**src/rtl/cnn_pkg.sv**
```systemverilog
// cnn_pkg: types and defaults shared across the CNN inference path.
// Holds the logit collector state encoding and the default logit width.
package cnn_pkg;

    localparam int DEF_DATA_WIDTH = 16;

    typedef enum logic [2:0] {
        LC_COLLECT,
        LC_DRAIN,
        LC_START,
        LC_WAIT,
        LC_OUTPUT
    } lc_state_t;

endpackage

```
**src/rtl/logit_collector.sv**
```systemverilog
// logit_collector: buffers one frame of logits, kicks argmax, returns the
// winning class; frame-length errors and a hung argmax raise err.
module logit_collector
    import cnn_pkg::*;
#(
    parameter int DATA_WIDTH = DEF_DATA_WIDTH,
    parameter int DIM        = 10,
    parameter int IDXW       = (DIM <= 1) ? 1 : $clog2(DIM),
    parameter int TIMEOUT    = 1023,
    parameter int CW         = $clog2(TIMEOUT + 1)
) (
    input  logic                         clk,
    input  logic                         reset,
    input  logic                         in_valid,
    input  logic signed [DATA_WIDTH-1:0] in_data,
    input  logic                         in_last,
    output logic                         in_ready,
    output logic                         am_start,
    output logic signed [DATA_WIDTH-1:0] am_vec [0:DIM-1],
    input  logic        [IDXW-1:0]       am_idx,
    input  logic                         am_done,
    output logic                         out_valid,
    output logic        [IDXW-1:0]       out_idx,
    input  logic                         out_ready,
    output logic                         err,
    output logic                         busy
);

    lc_state_t       state;
    lc_state_t       state_nx;
    logic [IDXW-1:0] cnt;
    logic [CW-1:0]   timer;
    logic [CW-1:0]   timer_nx;
    logic            accept;
    logic            at_end;
    logic            done_ok;
    logic            tmo;
    logic            err_nx;

    assign accept   = in_valid && in_ready;
    assign at_end   = (cnt == IDXW'(DIM - 1));
    assign timer_nx = timer + 1'b1;
    assign tmo      = (timer_nx == CW'(TIMEOUT));
    // timer==0 marks the first WAIT cycle, where done may be stale
    assign done_ok  = (state == LC_WAIT) && am_done && (timer != '0);

    always_ff @(posedge clk or negedge reset) begin
        if (!reset) begin
            state <= LC_COLLECT;
        end else begin
            state <= state_nx;
        end
    end

    always_comb begin
        state_nx = state;
        unique case (state)
            LC_COLLECT: begin
                if (accept && at_end) begin
                    state_nx = in_last ? LC_START : LC_DRAIN;
                end
            end
            LC_DRAIN: begin
                if (accept && in_last) begin
                    state_nx = LC_COLLECT;
                end
            end
            LC_START: state_nx = LC_WAIT;
            LC_WAIT: begin
                if (done_ok) begin
                    state_nx = LC_OUTPUT;
                end else if (tmo) begin
                    state_nx = LC_COLLECT;
                end
            end
            LC_OUTPUT: begin
                if (out_ready) begin
                    state_nx = LC_COLLECT;
                end
            end
            default: state_nx = LC_COLLECT;
        endcase
    end

    always_comb begin
        in_ready  = (state == LC_COLLECT) || (state == LC_DRAIN);
        am_start  = (state == LC_START);
        out_valid = (state == LC_OUTPUT);
        busy      = (state != LC_COLLECT);
    end

    // short frame: last before the end; long frame: end without last
    always_comb begin
        err_nx = 1'b0;
        if ((state == LC_COLLECT) && accept && (in_last != at_end)) begin
            err_nx = 1'b1;
        end
        if ((state == LC_WAIT) && !done_ok && tmo) begin
            err_nx = 1'b1;
        end
    end

    always_ff @(posedge clk or negedge reset) begin
        if (!reset) begin
            cnt     <= '0;
            timer   <= '0;
            out_idx <= '0;
            err     <= 1'b0;
            for (int i = 0; i < DIM; i++) begin
                am_vec[i] <= '0;
            end
        end else begin
            err <= err_nx;
            if ((state == LC_COLLECT) && accept) begin
                am_vec[cnt] <= in_data;
                cnt         <= (in_last || at_end) ? '0 : cnt + 1'b1;
            end
            if (state == LC_START) begin
                timer <= '0;
            end else if (state == LC_WAIT) begin
                timer <= timer_nx;
            end
            if (done_ok) begin
                out_idx <= am_idx;
            end
        end
    end

endmodule
```
**config.mk**
```make
export PLATFORM = sky130hd
export DESIGN_NAME = logit_collector
export DESIGN_NICKNAME = d
export VERILOG_FILES = /design/src/rtl/cnn_pkg.sv /design/src/rtl/logit_collector.sv
export SDC_FILE = /design/constraint.sdc
export NUM_CORES = 1
export LEC_CHECK = 0
export ABC_AREA = 1
export BUFFER_PORTS_ARGS = -buffer_cell sky130_fd_sc_hd__clkbuf_2
export CAP_MARGIN = 10
export CORE_UTILIZATION = 50
export DETAILED_ROUTE_END_ITERATION = 6
export GPL_TIMING_DRIVEN = 1
export MAX_ROUTING_LAYER = met4
export PLACE_DENSITY = 0.75
export SYNTH_ARGS = -nofsm -noshare
export SYNTH_HDL_FRONTEND = slang
export SYNTH_SLANG_ARGS = --single-unit
```
**constraint.sdc**
```tcl
create_clock -name clk -period 2 [get_ports clk]
set_input_delay 0.1 -clock clk [delete_from_list [all_inputs] [get_ports clk]]
set_output_delay 0.1 -clock clk [all_outputs]
set_load 0.005 [all_outputs]
```
After elaboration in Yosys (flattened, before gate mapping)
Index checks and enable logic that the tools add are counted.
- add/sub/neg operators: 2
- magnitude comparators: 2
- eq/ne operators: 11
- mux-type cells: 15
- bitwise gates (word level): 1
- reductions and logical operators: 18
- operators with widths (operator ; number):
    bitwise mux 160 bit ; 1
    demux 16 bit (select 4 bit) ; 1
    2-to-1 mux 10 bit ; 2
    2-to-1 mux 16 bit ; 1
    2-to-1 mux 3 bit ; 5
    one-hot mux 3 bit (5 select lines) ; 1
    adder 10 x 1 -> 10 bit (second input constant) ; 1
    == test 10 bit (second input constant) ; 1
    logical AND 1 bit ; 10
    nonzero test 10 bit ; 1
    == test 3 x 2 -> 1 bit (second input constant) ; 2
    >= comparator 5 bit (second input constant) ; 1
    less-than comparator 5 x 1 -> 1 bit (second input constant) ; 1
    inverter 4 -> 5 bit ; 1
    adder 4 x 1 -> 4 bit (second input constant) ; 1
    == test 4 bit (second input constant) ; 1
    2-to-1 mux 4 bit ; 1
    != test 2 bit (second input constant) ; 2
    AND reduction 4 bit ; 1
    == test 3 x 1 -> 1 bit (second input constant) ; 1
    == test 3 bit (second input constant) ; 1
    logical NOT 3 bit ; 1
    != test 3 bit (second input constant) ; 1
    nonzero test 3 bit ; 1
    other kinds (7) ; 9
- register bits after elaboration: 182
- input bits: 26
- output and inout bits: 169
- logic and storage cells: 64

Longest topological paths before layout
Gate-level depths: netlist of the first run.
- word-level depth: 7
- gate-level depth with buffers: 12
- gate-level depth less buffers: 12

Worst setup path before layout of the first run
OpenSTA, ideal clock, no wires.
- kind: flip-flop to flip-flop
- start: reg state[2]
- end: reg am_vec[27] (netlist name)
- setup time: 0.128 ns
- arrival time: 1.629 ns
- required time: 1.872 ns
- slack: 0.243 ns
- stages on the path, launching flop included: 10
- path buffers: 1
- period minus slack after synthesis: 1.757 ns
- cells stage by stage: dfrtp_1 nor2_2 inv_2 nor2_4 inv_2 nor2_8 inv_8 nor2_8 buf_6 mux2_1
- cells in the longest elaborated chain, start to end: 4
- elaborated cells between the ends (all ways): 5
- those cells by class: eq/ne: 1; reduce/logical: 4
- RTL lines (item ; line ; text):
    start, declared ; logit_collector.sv:29 ; lc_state_t state;
    start signal, assigned ; logit_collector.sv:51 ; state <= state_nx;
    == test 3 x 1 -> 1 bit or logical NOT 3 bit (tied branches) ; logit_collector.sv:86, logit_collector.sv:114 ;
    logical OR 1 bit ; logit_collector.sv:86 ; in_ready = (state == LC_COLLECT) || (state == LC_DRAIN);
    logical AND 1 bit ; logit_collector.sv:40 ; assign accept = in_valid && in_ready;
    logical AND 1 bit * ; logit_collector.sv:114 ; if ((state == LC_COLLECT) && accept) begin
    end signal, assigned by index ; logit_collector.sv:115 ; am_vec[cnt] <= in_data;
    end, declared ; logit_collector.sv:19 ; output logic signed [DATA_WIDTH-1:0] am_vec [0:DIM-1],
Mark *: on every way between the ends. The rest lies on a longest branch, timed or not.
A chain may end at the register's enable or synchronous reset.

Worst setup path after layout of the first run
- start: reg state[2]
- end: reg am_vec[90] (netlist name)
Same word-level chain as after synthesis.

==> metrics.md, run 1 <==
| Metric | Value |
|---|---|
| CP Capture Type | `register` |
| Synth Area per Inst | `12.38 um^2` |
| Crit path kind | `reg2reg` |
| WHS Endpoint | `am_vec[111]` |
| FF+latch area | `4554 um^2` |
| Final setup viols | `0` |
| Ant. Diodes | `0` |
| Layout cells sized above 1 | `0.3945` |
| Crit path max fanout | `10` |
| Die Ht | `125.2 um` |
| Total length of routed wires | `19000 um` |
| Vias post-DR | `5408` |
| Most used routing layer | `met2` |
| Routing usage on met1 | `0.3213` |
| Critical path data required time | `2.31 ns` |
| Post-synthesis sequential area ratio | `0.6002` |
| Failing checks | `DRC` |
| Worst hold start | `in_data[15]` |
| Hold crit path type | `in2reg` |
| Final TNS setup | `0 ns` |
| Clock Tree Root | `clkbuf_16` |
| Grt ovf | `0` |
| Count of final max-slew check failures | `0` |
| CTS clk-pin slew, worst paths | `0.07 ns` |
| Initial Util | `0.5182` |
| DR iter-0 viols | `366` |
| Placed Cells incl. Taps | `970` |
| Max cap viols | `0` |
| Core Box Area | `14640 um^2` |
| Delay-heaviest family, CP | `simple AND/OR/NAND/NOR gates` |
| Period utilization | `0.9627` |
| Avg WL per Cell | `18.57 um` |
| GPL Wtd Cong | `0.8279` |
| Port Buffers | `194` |
| Vias per std cell | `5.286` |
| FF-to-FF path depth | `9` |
| Final count of hold timing violations | `0` |
| Skew final | `0.009259 ns` |
| Syn Std Cell Area | `7589 um^2` |
| Crit Reg-Reg Endpoint | `am_vec[90]` |
| Fmax | `0.5194 GHz` |
| Row count | `44` |
| Number of fill cells | `1069` |
| First-pass GRT wire length | `29620 um` |
| Clock Tree Buf Depth | `2` |
| Drt drc | `34` |
| Multi-input gate area | `2678 um^2` |
| Peak VDD IR | `0.8050 mV` |
| CP Launch Type | `register` |
| Vias in the first global route | `5388` |
| Static Leak | `0.004985 uW` |
| Worst EP arrival | `2.23 ns` |
| Horiz. Die Dim | `125.2 um` |
| Worst r2r src | `state[2]` |
| Max transition margin | `0.6949` |
| Pre-Repair DR Iteration Count | `7` |
| Pwr Density | `1473 nW/um^2` |
| Critical-path cell list | `nor2_2 > inv_2 > nor2_4 > inv_2 > nor2_8 > inv_8 > nor2_8 > buf_12 > mux2_1` |
| Yosys Warn Count | `0` |
| CTS buffer count | `17` |
| Synth cell types | `32` |
| Skew-Pair Late Insertion Delay | `0.43 ns` |
| IO Pins | `195` |
| R2R setup slack | `0.07 ns` |
| Post-DRT Antenna Nets | `0` |
| Max stage delay on crit path | `0.43 ns` |
| Pin count of the biggest net entering global routing | `59` |
| Pin slew with the least headroom to its limit | `0.4535 ns` |
| Nets@finish | `860` |
| DP HPWL | `12990 um` |
| Crit path time final | `1.925 ns` |
| Total track usage | `0.2559` |
| Post-Syn Nets | `647` |
| Setup WS post-layout | `0.07468 ns` |
| Full die area | `15670 um^2` |
| Synth Register Bits | `182` |
| H-Tree Depth | `4` |
| Pre-CTS WS | `0.04343 ns` |
| Crit path buf inv count | `4` |
| Initial antenna violation count | `0` |
| Non-filler instance count after layout | `1023` |
| CTS Sinks | `182` |
| M3 GR Usage | `0.05691` |
| Met2 Track Usage GR | `0.4147` |
| Status | `finished, violations left` |
| CTS tree | `built` |
| Critical-path top delay cell | `dfrtp_1` |
| Synthesized instance count | `613` |
| Hold Crit Depth | `3` |
| Area Growth Syn to Fin | `28.18%` |
==> worst reg2reg max path: stages (launching register included) <==
cell and delay (ns):
dfrtp_1 0.43, nor2_2 0.15, inv_2 0.07, nor2_4 0.10
inv_2 0.08, nor2_8 0.19, inv_8 0.13, nor2_8 0.16
buf_12 0.16, mux2_1 0.34
==> state kept, by name, summed over array words and instances (netlist names) <==
register and flops:
state 3, out_idx 4, err 1, timer 10, cnt 4, am_vec 160
==> per-layer routing <==
metal,part of all wire,wire length [um]
met1,0.42,7915
met5,0,0
met3,0.056,1056
met4,0.019,352
met2,0.51,9672
==> logic make-up after synthesis <==
kind of cell / Yosys count / synth area share
buffers and inverters: 74 / 0.04798
flip-flops: 182 / 0.6002
multiplexers: 128 / 0.1899
AND/OR/NAND/NOR: 166 / 0.1106
adder cells (fa/ha/maj): 8 / 0.01319
AO/OA/AOI/OAI: 54 / 0.03693
XOR/XNOR: 1 / 0.001154
==> how the worst max path moves through the flow <==
stage | from | endpoint | cells past startpoint
2_1_floorplan | state[2] | am_vec[27] | 9
3_3_place_gp | state[2] | am_vec[82] | 8
3_5_place_dp | state[2] | am_vec[83] | 8
4_1_cts | state[2] | am_vec[16] | 8
5_1_grt | state[2] | am_vec[86] | 9
6_report | state[2] | am_vec[90] | 9
==> what timing repair did <==
| item | CTS | global route |
|---|---|---|
| endpoints found under the setup margin | 0 | 113 |
| endpoints found under the hold margin | 59 | 0 |
| gates resized for setup | 0 | 1 |
| hold buffers | 5 | 0 |
| buffers inserted | 0 | 16 |
==> where the power goes <==
part	internal, uW	total (uW)	switching [uW]
registers	5210	6170	958
logic	2260	4440	2180
clock network	2270	3720	1440
==> synthesized netlist by cell type <==
library cell    n  area share
buf_6           7       0.010
nor4_1          1     0.00082
o21bai_1        1     0.00099
mux2_1         70        0.10
nand3_2         1      0.0013
or2_2           2      0.0016
dfrtp_1       182        0.60
nor2_1         19      0.0094
o21ai_0        47       0.031
mux2_2         58       0.086
inv_8           1      0.0015
xnor2_1         1      0.0012
nand3_1        14      0.0092
buf_4           2      0.0020
a21oi_1         2      0.0013
nor3_4          1      0.0021
nor3_2          1      0.0013
clkbuf_1        7      0.0035
clkbuf_2        2      0.0013
nand2_2         1     0.00082
inv_1          40       0.020
ha_1            8       0.013
o31ai_1         2      0.0020
nor2_4          2      0.0030
o22ai_1         2      0.0016
nor3_1          3      0.0020
nor2_2          3      0.0025
nand4_1         3      0.0025
nor2_8          8       0.021
buf_2          13      0.0086
inv_2           2     0.00099
nand2_1       107       0.053
==> metrics by stage <==
| stage | hold slack, ns | total power (uW) | utilization | instance area (um^2) |
|---|---|---|---|---|
| global placement | 0.04107 | 10210 | 0.5950 | 8713 |
| CTS | 0.01113 | 14200 | 0.6435 | 9424 |
| floorplan | -0.1956 | 8110 | - | 7589 |
| finish | 0.01244 | 14320 | 0.6642 | 9727 |
| global route | 0.04792 | 15090 | 0.6642 | 9727 |
| detailed placement | 0.04304 | 10450 | 0.5950 | 8713 |
==> cells in the final DEF, fill, tap and decap left out, drive strengths merged <==
cell type	Yosys	final
clkbuf	9	212
dfrtp	182	182
mux2	128	128
nand2	108	108
o21ai	47	47
inv	43	47
nor2	32	32
buf	22	27
nand3	15	15
ha	8	8
bufinv	0	5
dlygate4sd3	0	5
nor3	5	5
nand4	3	3
clkinv	0	3
or2	2	2
o31ai	2	2
a21oi	2	2
o22ai	2	2
nor4	1	1
o21bai	1	1
xnor2	1	1
clkinvlp	0	1
==> layout make-up <==
type | count | area share
well taps | 184 | 0.02367
repair buffers | 225 | 0.1475
flip-flops and latches | 182 | 0.4682
clock inverters | 13 | 0.02238
multi-input cells | 357 | 0.2753
clock buffers | 19 | 0.04554
inverters | 43 | 0.01737
Power figures use the tool's default switching activity.
==> run 2: changes to the inputs <==
==> constraint.sdc (replaced) <==
create_clock -name clk -period 2 [get_ports clk]
set_input_delay 0 -clock clk [delete_from_list [all_inputs] [get_ports clk]]
set_output_delay 0 -clock clk [all_outputs]
set_load 0.005 [all_outputs]
==> run 2 against run 1 <==
The flow still finishes with violations (DRC). Clock power down 3%. Critical path depth unchanged. Die area unchanged. Combinational power up 0.9%. Maximum frequency down 0.34%. Count of clock-buffer cells in the layout unchanged. Design area up 1.6%. Largest cell class unchanged.
==> metrics.md, run 2 (synthesis results as in run 1) <==
| Metric | Value |
|---|---|
| Initial Util | `0.5182 (unchanged)` |
| Clock Tree Root | `clkbuf_16 (unchanged)` |
| Die Ht | `125.2 um (unchanged)` |
| Initial antenna violation count | `1 (was 0)` |
| Pre-Repair DR Iteration Count | `7 (unchanged)` |
| Critical-path top delay cell | `dfrtp_1 (unchanged)` |
| Critical-path cell list | `nor2_2 > inv_2 > nor2_4 > inv_2 > nor2_8 > inv_8 > nor2_8 > buf_4 > mux2_1 (was nor2_2 > inv_2 > nor2_4 > inv_2 > nor2_8 > inv_8 > nor2_8 > buf_12 > mux2_1)` |
| Total length of routed wires | `19090 um (was 19000 um)` |
| Largest Register | `am_vec (unchanged)` |
| Final count of hold timing violations | `0 (unchanged)` |
| Pin slew with the least headroom to its limit | `0.5684 ns (was 0.4535 ns)` |
| GPL Wtd Cong | `0.8306 (was 0.8279)` |
| Crit Reg-Reg Endpoint | `am_vec[69] (was am_vec[90])` |
| Full die area | `15670 um^2 (unchanged)` |
| Skew-Pair Late Insertion Delay | `0.43 ns (about the same)` |
| FF-to-FF path depth | `9 (unchanged)` |
| Max transition margin | `0.6210 (was 0.6949)` |
| Critical path data required time | `2.31 ns (about the same)` |
| Clock Tree Buf Depth | `2 (unchanged)` |
| Drt drc | `32 (was 34)` |
| Final setup viols | `0 (unchanged)` |
| Peak VDD IR | `0.7559 mV (was 0.8050 mV)` |
| Skew final | `0.008518 ns (was 0.009259 ns)` |
| First-pass GRT wire length | `29880 um (was 29620 um)` |
| CTS buffer count | `17 (unchanged)` |
| Area Growth Syn to Fin | `30.21% (was 28.18%)` |
| Post-DRT Antenna Nets | `0 (unchanged)` |
| Max cap viols | `0 (unchanged)` |
| CP Launch Type | `register (unchanged)` |
| H-Tree Depth | `4 (unchanged)` |
| Port Buffers | `194 (unchanged)` |
| IO Pins | `195 (unchanged)` |
| Vias in the first global route | `5486 (was 5388)` |
| Total track usage | `0.2572 (was 0.2559)` |
| Most common cell after layout, fill and taps aside | `clkbuf_2 (unchanged)` |
| Most frequent cells in the layout | `clkbuf_2, dfrtp_1, nand2_1, mux2_1, mux2_2 (unchanged)` |
| Avg WL per Cell | `18.25 um (was 18.57 um)` |
| Max reg flops | `160 (unchanged)` |
| Vias post-DR | `5524 (was 5408)` |
| Crit path kind | `reg2reg (unchanged)` |
| CTS tree | `built (unchanged)` |
| CTS clk-pin slew, worst paths | `0.07 ns (about the same)` |
| Power Total | `14230 uW (was 14320 uW)` |
| DP HPWL | `12990 um (about the same)` |
| Grt ovf | `0 (unchanged)` |
| Hold crit path type | `in2async (was in2reg)` |
| Crit path buf inv count | `4 (unchanged)` |
| Max stage delay on crit path | `0.43 ns (about the same)` |
| Core Box Area | `14640 um^2 (unchanged)` |
| Delay-heaviest family, CP | `simple AND/OR/NAND/NOR gates (unchanged)` |
| Final Core Density | `0.6747 (was 0.6642)` |
| Number of fill cells | `1054 (was 1069)` |
| Static Leak | `0.005053 uW (was 0.004985 uW)` |
| Vias per std cell | `5.281 (was 5.286)` |
| Nets@finish | `882 (was 860)` |
| Worst r2r src | `state[2] (unchanged)` |
| Horiz. Die Dim | `125.2 um (unchanged)` |
| Count of final max-slew check failures | `0 (unchanged)` |
| Period utilization | `0.9660 (was 0.9627)` |
| CP Capture Type | `register (unchanged)` |
| R2R setup slack | `0.07 ns (about the same)` |
| Status | `finished, violations left (unchanged)` |
| Crit path max fanout | `9 (was 10)` |
| Layout cells sized above 1 | `0.3879 (was 0.3945)` |
| Row count | `44 (unchanged)` |
| Pwr Density | `1440 nW/um^2 (was 1473 nW/um^2)` |
| Fmax | `0.5176 GHz (was 0.5194 GHz)` |
| CTS Sinks | `182 (unchanged)` |
| Pin count of the biggest net entering global routing | `61 (was 59)` |
| DR iter-0 viols | `288 (was 366)` |
| Largest regs | `am_vec: 160 flops, timer: 10 flops (unchanged)` |
| Worst EP arrival | `2.24 ns (was 2.23 ns)` |
| Failing checks | `DRC (unchanged)` |
| Crit path time final | `1.932 ns (was 1.925 ns)` |
## run 2: layout make-up
cell class / count / area [um^2] / share of cell area
antenna: 1 / 2.502 / 0.0002533
clock buffer: 19 / 442.9 / 0.04483
clock inverter: 13 / 193.9 / 0.01963
inverter: 43 / 168.9 / 0.01710
multi-input combinational: 357 / 2678 / 0.2710
sequential: 182 / 4554 / 0.4609
tap: 184 / 230.2 / 0.02330
timing repair buffer: 247 / 1610 / 0.1630
## run 2: worst max path at each step
stage          slack (ns)           to  cells after the start     start
2_1_floorplan        0.24   am_vec[27]                      9  state[2]
3_3_place_gp         0.12   am_vec[83]                      8  state[2]
3_5_place_dp         0.03  am_vec[131]                      8  state[2]
4_1_cts              0.02  am_vec[132]                      8  state[2]
5_1_grt             -0.05   am_vec[12]                      6    cnt[1]
6_report             0.07   am_vec[69]                      9  state[2]
## run 2: layer usage
| metal | vias to the layer above | track usage | part of all wire |
|---|---|---|---|
| met5 | - | - | 0 |
| met4 | 0 | 0.1019 | 0.023 |
| met3 | 30 | 0.05306 | 0.053 |
| met2 | 179 | 0.4052 | 0.50 |
| met1 | 2801 | 0.3275 | 0.42 |
| li1 | 2514 | - | - |
## run 2: repair_timing
item | in CTS | in global routing
gates resized for setup | 0 | 1
buffers inserted | 0 | 18
endpoints found under the setup margin | 0 | 123
hold endpoints to repair | 158 | 0
hold buffers | 24 | 0
## run 2: worst reg2reg max path, stage by stage (launching register included)
cell,delay (ns)
dfrtp_1,0.43
nor2_2,0.16
inv_2,0.07
nor2_4,0.10
inv_2,0.08
nor2_8,0.19
inv_8,0.13
nor2_8,0.17
buf_4,0.16
mux2_1,0.33
## run 2: report_power, final
group          switching, uW  total, uW  leakage [uW]  internal (uW)
registers                939       6150       0.00225           5210
logic                   2200       4480       0.00250           2280
clock network           1450       3600      0.000303           2150
total                   4590      14200       0.00505           9630
## run 2: metrics by stage
stage                     area [um^2]  hold WS, ns  std cells  setup TNS (ns)  setup slack (ns)
final                            9881       0.1050       1046               0           0.06810
after global placement           8708    -0.001737        971               0            0.1155
after global routing             9881       0.1296       1046         -0.4505          -0.05256
after detailed placement         8708     0.006030        971               0           0.03339
after floorplan                  7589      -0.2956        613               0            0.2433
after CTS                        9585      0.08499       1027               0           0.02048
==> run 3: changes to the inputs <==
CORE_MARGIN = 1.5   (was not set)
==> run 3 against run 2 <==
Non-clock buffer count shrank 5. Setup slack gained 0.054 ns. Combinational power shrank 3%. The run now ends clean. Worst hold slack lost 0.031 ns.
==> metrics.md, run 3 (synthesis results as in run 1) <==
| Metric | Value |
|---|---|
| Status | `complete, no violations (was finished, violations left)` |
| IO Pins | `195 (unchanged)` |
| GPL Wtd Cong | `0.8540 (was 0.8306)` |
| Max cap viols | `0 (unchanged)` |
| CTS clk-pin slew, worst paths | `0.07 ns (about the same)` |
| Port Buffers | `194 (unchanged)` |
| Final Core Density | `0.6663 (was 0.6747)` |
| DR iter-0 viols | `266 (was 288)` |
| FF+latch area | `4556 um^2 (was 4554 um^2)` |
| Vias per std cell | `5.317 (was 5.281)` |
| Worst Setup SP | `state[2] (unchanged)` |
| Most used routing layer | `met2 (unchanged)` |
| CTS Sinks | `182 (unchanged)` |
| Ant. Diodes | `0 (was 1)` |
| Number of fill cells | `1045 (was 1054)` |
| Max transition margin | `0.6897 (was 0.6210)` |
| Pwr Density | `1399 nW/um^2 (was 1440 nW/um^2)` |
| Horiz. Die Dim | `126.2 um (was 125.2 um)` |
| Full die area | `15930 um^2 (was 15670 um^2)` |
| Grt ovf | `0 (unchanged)` |
| CP Launch Type | `register (unchanged)` |
| Non-filler instance count after layout | `1039 (was 1046)` |
| CTS buffer count | `17 (unchanged)` |
| Worst r2r src | `state[2] (unchanged)` |
| CP Capture Type | `register (unchanged)` |
| First-pass GRT wire length | `29100 um (was 29880 um)` |
| Most frequent cells in the layout | `clkbuf_2, dfrtp_1, nand2_1, mux2_1, mux2_2 (unchanged)` |
| Pin slew with the least headroom to its limit | `0.4655 ns (was 0.5684 ns)` |
| Count of final max-slew check failures | `0 (unchanged)` |
| Final TNS setup | `0 ns (unchanged)` |
| Routing usage on met1 | `0.3074 (was 0.3275)` |
| Nets@finish | `877 (was 882)` |
| H-Tree Depth | `4 (unchanged)` |
| DP HPWL | `12860 um (was 12990 um)` |
| Skew-Pair Late Insertion Delay | `0.43 ns (about the same)` |
| Vias post-DR | `5524 (unchanged)` |
| Final Hold Slack | `0.07409 ns (was 0.1050 ns)` |
| Pin count of the biggest net entering global routing | `87 (was 61)` |
| Layout cells sized above 1 | `0.3836 (was 0.3879)` |
| Design Area, Final | `9794 um^2 (was 9881 um^2)` |
| Period utilization | `0.9391 (was 0.9660)` |
| Final count of hold timing violations | `0 (unchanged)` |
| Met2 Track Usage GR | `0.4079 (was 0.4052)` |
| Skew final | `0.01071 ns (was 0.008518 ns)` |
| Clock Tree Buf Depth | `2 (unchanged)` |
| Pre-Repair DR Iteration Count | `5 (was 7)` |
| Total length of routed wires | `19380 um (was 19090 um)` |
| Initial Util | `0.5163 (was 0.5182)` |
| Max reg flops | `160 (unchanged)` |
| Core Box Area | `14700 um^2 (was 14640 um^2)` |
| Peak VDD IR | `0.6330 mV (was 0.7559 mV)` |
| Static Leak | `0.005001 uW (was 0.005053 uW)` |
| Total track usage | `0.2480 (was 0.2572)` |
| Crit path kind | `reg2reg (unchanged)` |
| Avg WL per Cell | `18.65 um (was 18.25 um)` |
| Area Growth Syn to Fin | `29.07% (was 30.21%)` |
| Die Ht | `126.2 um (was 125.2 um)` |
| Row count | `44 (unchanged)` |
| M3 GR Usage | `0.04545 (was 0.05306)` |
| Clock Tree Root | `clkbuf_16 (unchanged)` |
| Crit path max fanout | `16 (was 9)` |
| Final setup viols | `0 (unchanged)` |
| Multi-input gate area | `2683 um^2 (was 2678 um^2)` |
| Initial antenna violation count | `0 (was 1)` |
| Vias in the first global route | `5407 (was 5486)` |
| Post-DRT Antenna Nets | `0 (unchanged)` |
| Cell Area, Placed | `8726 um^2 (was 8708 um^2)` |
| Largest regs | `am_vec: 160 flops, timer: 10 flops (unchanged)` |
| FF-to-FF path depth | `8 (was 9)` |
| Drt drc | `0 (was 32)` |
| Fmax | `0.5324 GHz (was 0.5176 GHz)` |
| Critical path data required time | `2.30 ns (was 2.31 ns)` |
| Hold crit path type | `in2async (unchanged)` |
| Crit path time final | `1.878 ns (was 1.932 ns)` |
| CTS tree | `built (unchanged)` |
| Worst EP arrival | `2.18 ns (was 2.24 ns)` |
| Placed Cells incl. Taps | `970 (was 971)` |
| Most common cell after layout, fill and taps aside | `clkbuf_2 (unchanged)` |
| Largest Register | `am_vec (unchanged)` |
[run 3: worst max-delay path, stage by stage, from the launching register on]
cell and delay (ns):
dfrtp_1 0.43, nor2_2 0.15, inv_2 0.07, nor2_4 0.09, inv_2 0.08, nor2_8 0.13, inv_8 0.11, nor2_8 0.30
mux2_1 0.37
[run 3: final timing paths]
path,slack (ns),endpoint
min,0.07,am_vec[88]
min in group clk,0.09,state[1]
max in group asynchronous,1.11,am_vec[125]
max reg2reg,0.12,am_vec[154]
max,0.12,am_vec[154]
min reg2reg,0.49,am_vec[25]
[run 3: per-stage QoR]
step | power, uW | setup WS [ns]
finish | 13710 | 0.1218
global route | 14480 | -0.01380
CTS | 13720 | 0.08107
detailed placement | 10440 | 0.1215
global placement | 10220 | 0.1545
floorplan | 8110 | 0.2433
[run 3: final cells by class]
type | instances | share of cell area
Clock buffer | 21 | 0.04701
Clock inverter | 10 | 0.01073
Inverter | 43 | 0.01725
Multi-Input combinational cell | 357 | 0.2739
Sequential cell | 182 | 0.4651
Tap cell | 184 | 0.02351
Timing Repair Buffer | 242 | 0.1625
[run 3: power breakdown]
part | total, uW | switching [uW] | internal, uW
Combinational | 4330 | 2150 | 2190
Clock | 3220 | 1330 | 1880
Sequential | 6160 | 944 | 5210
Total | 13700 | 4420 | 9280
[run 3: metal layers]
| layer | wire [um] | part of all wire |
|---|---|---|
| met4 | 468 | 0.024 |
| met5 | 0 | 0 |
| met1 | 8365 | 0.43 |
| met2 | 9662 | 0.50 |
| met3 | 883 | 0.046 |
[run 3: what timing repair did]
action / in CTS / in global routing
resized for setup: 0 / 6
setup endpoints to repair: 0 / 24
buffers inserted: 0 / 10
hold buffers: 26 / 0
endpoints found under the hold margin: 193 / 0
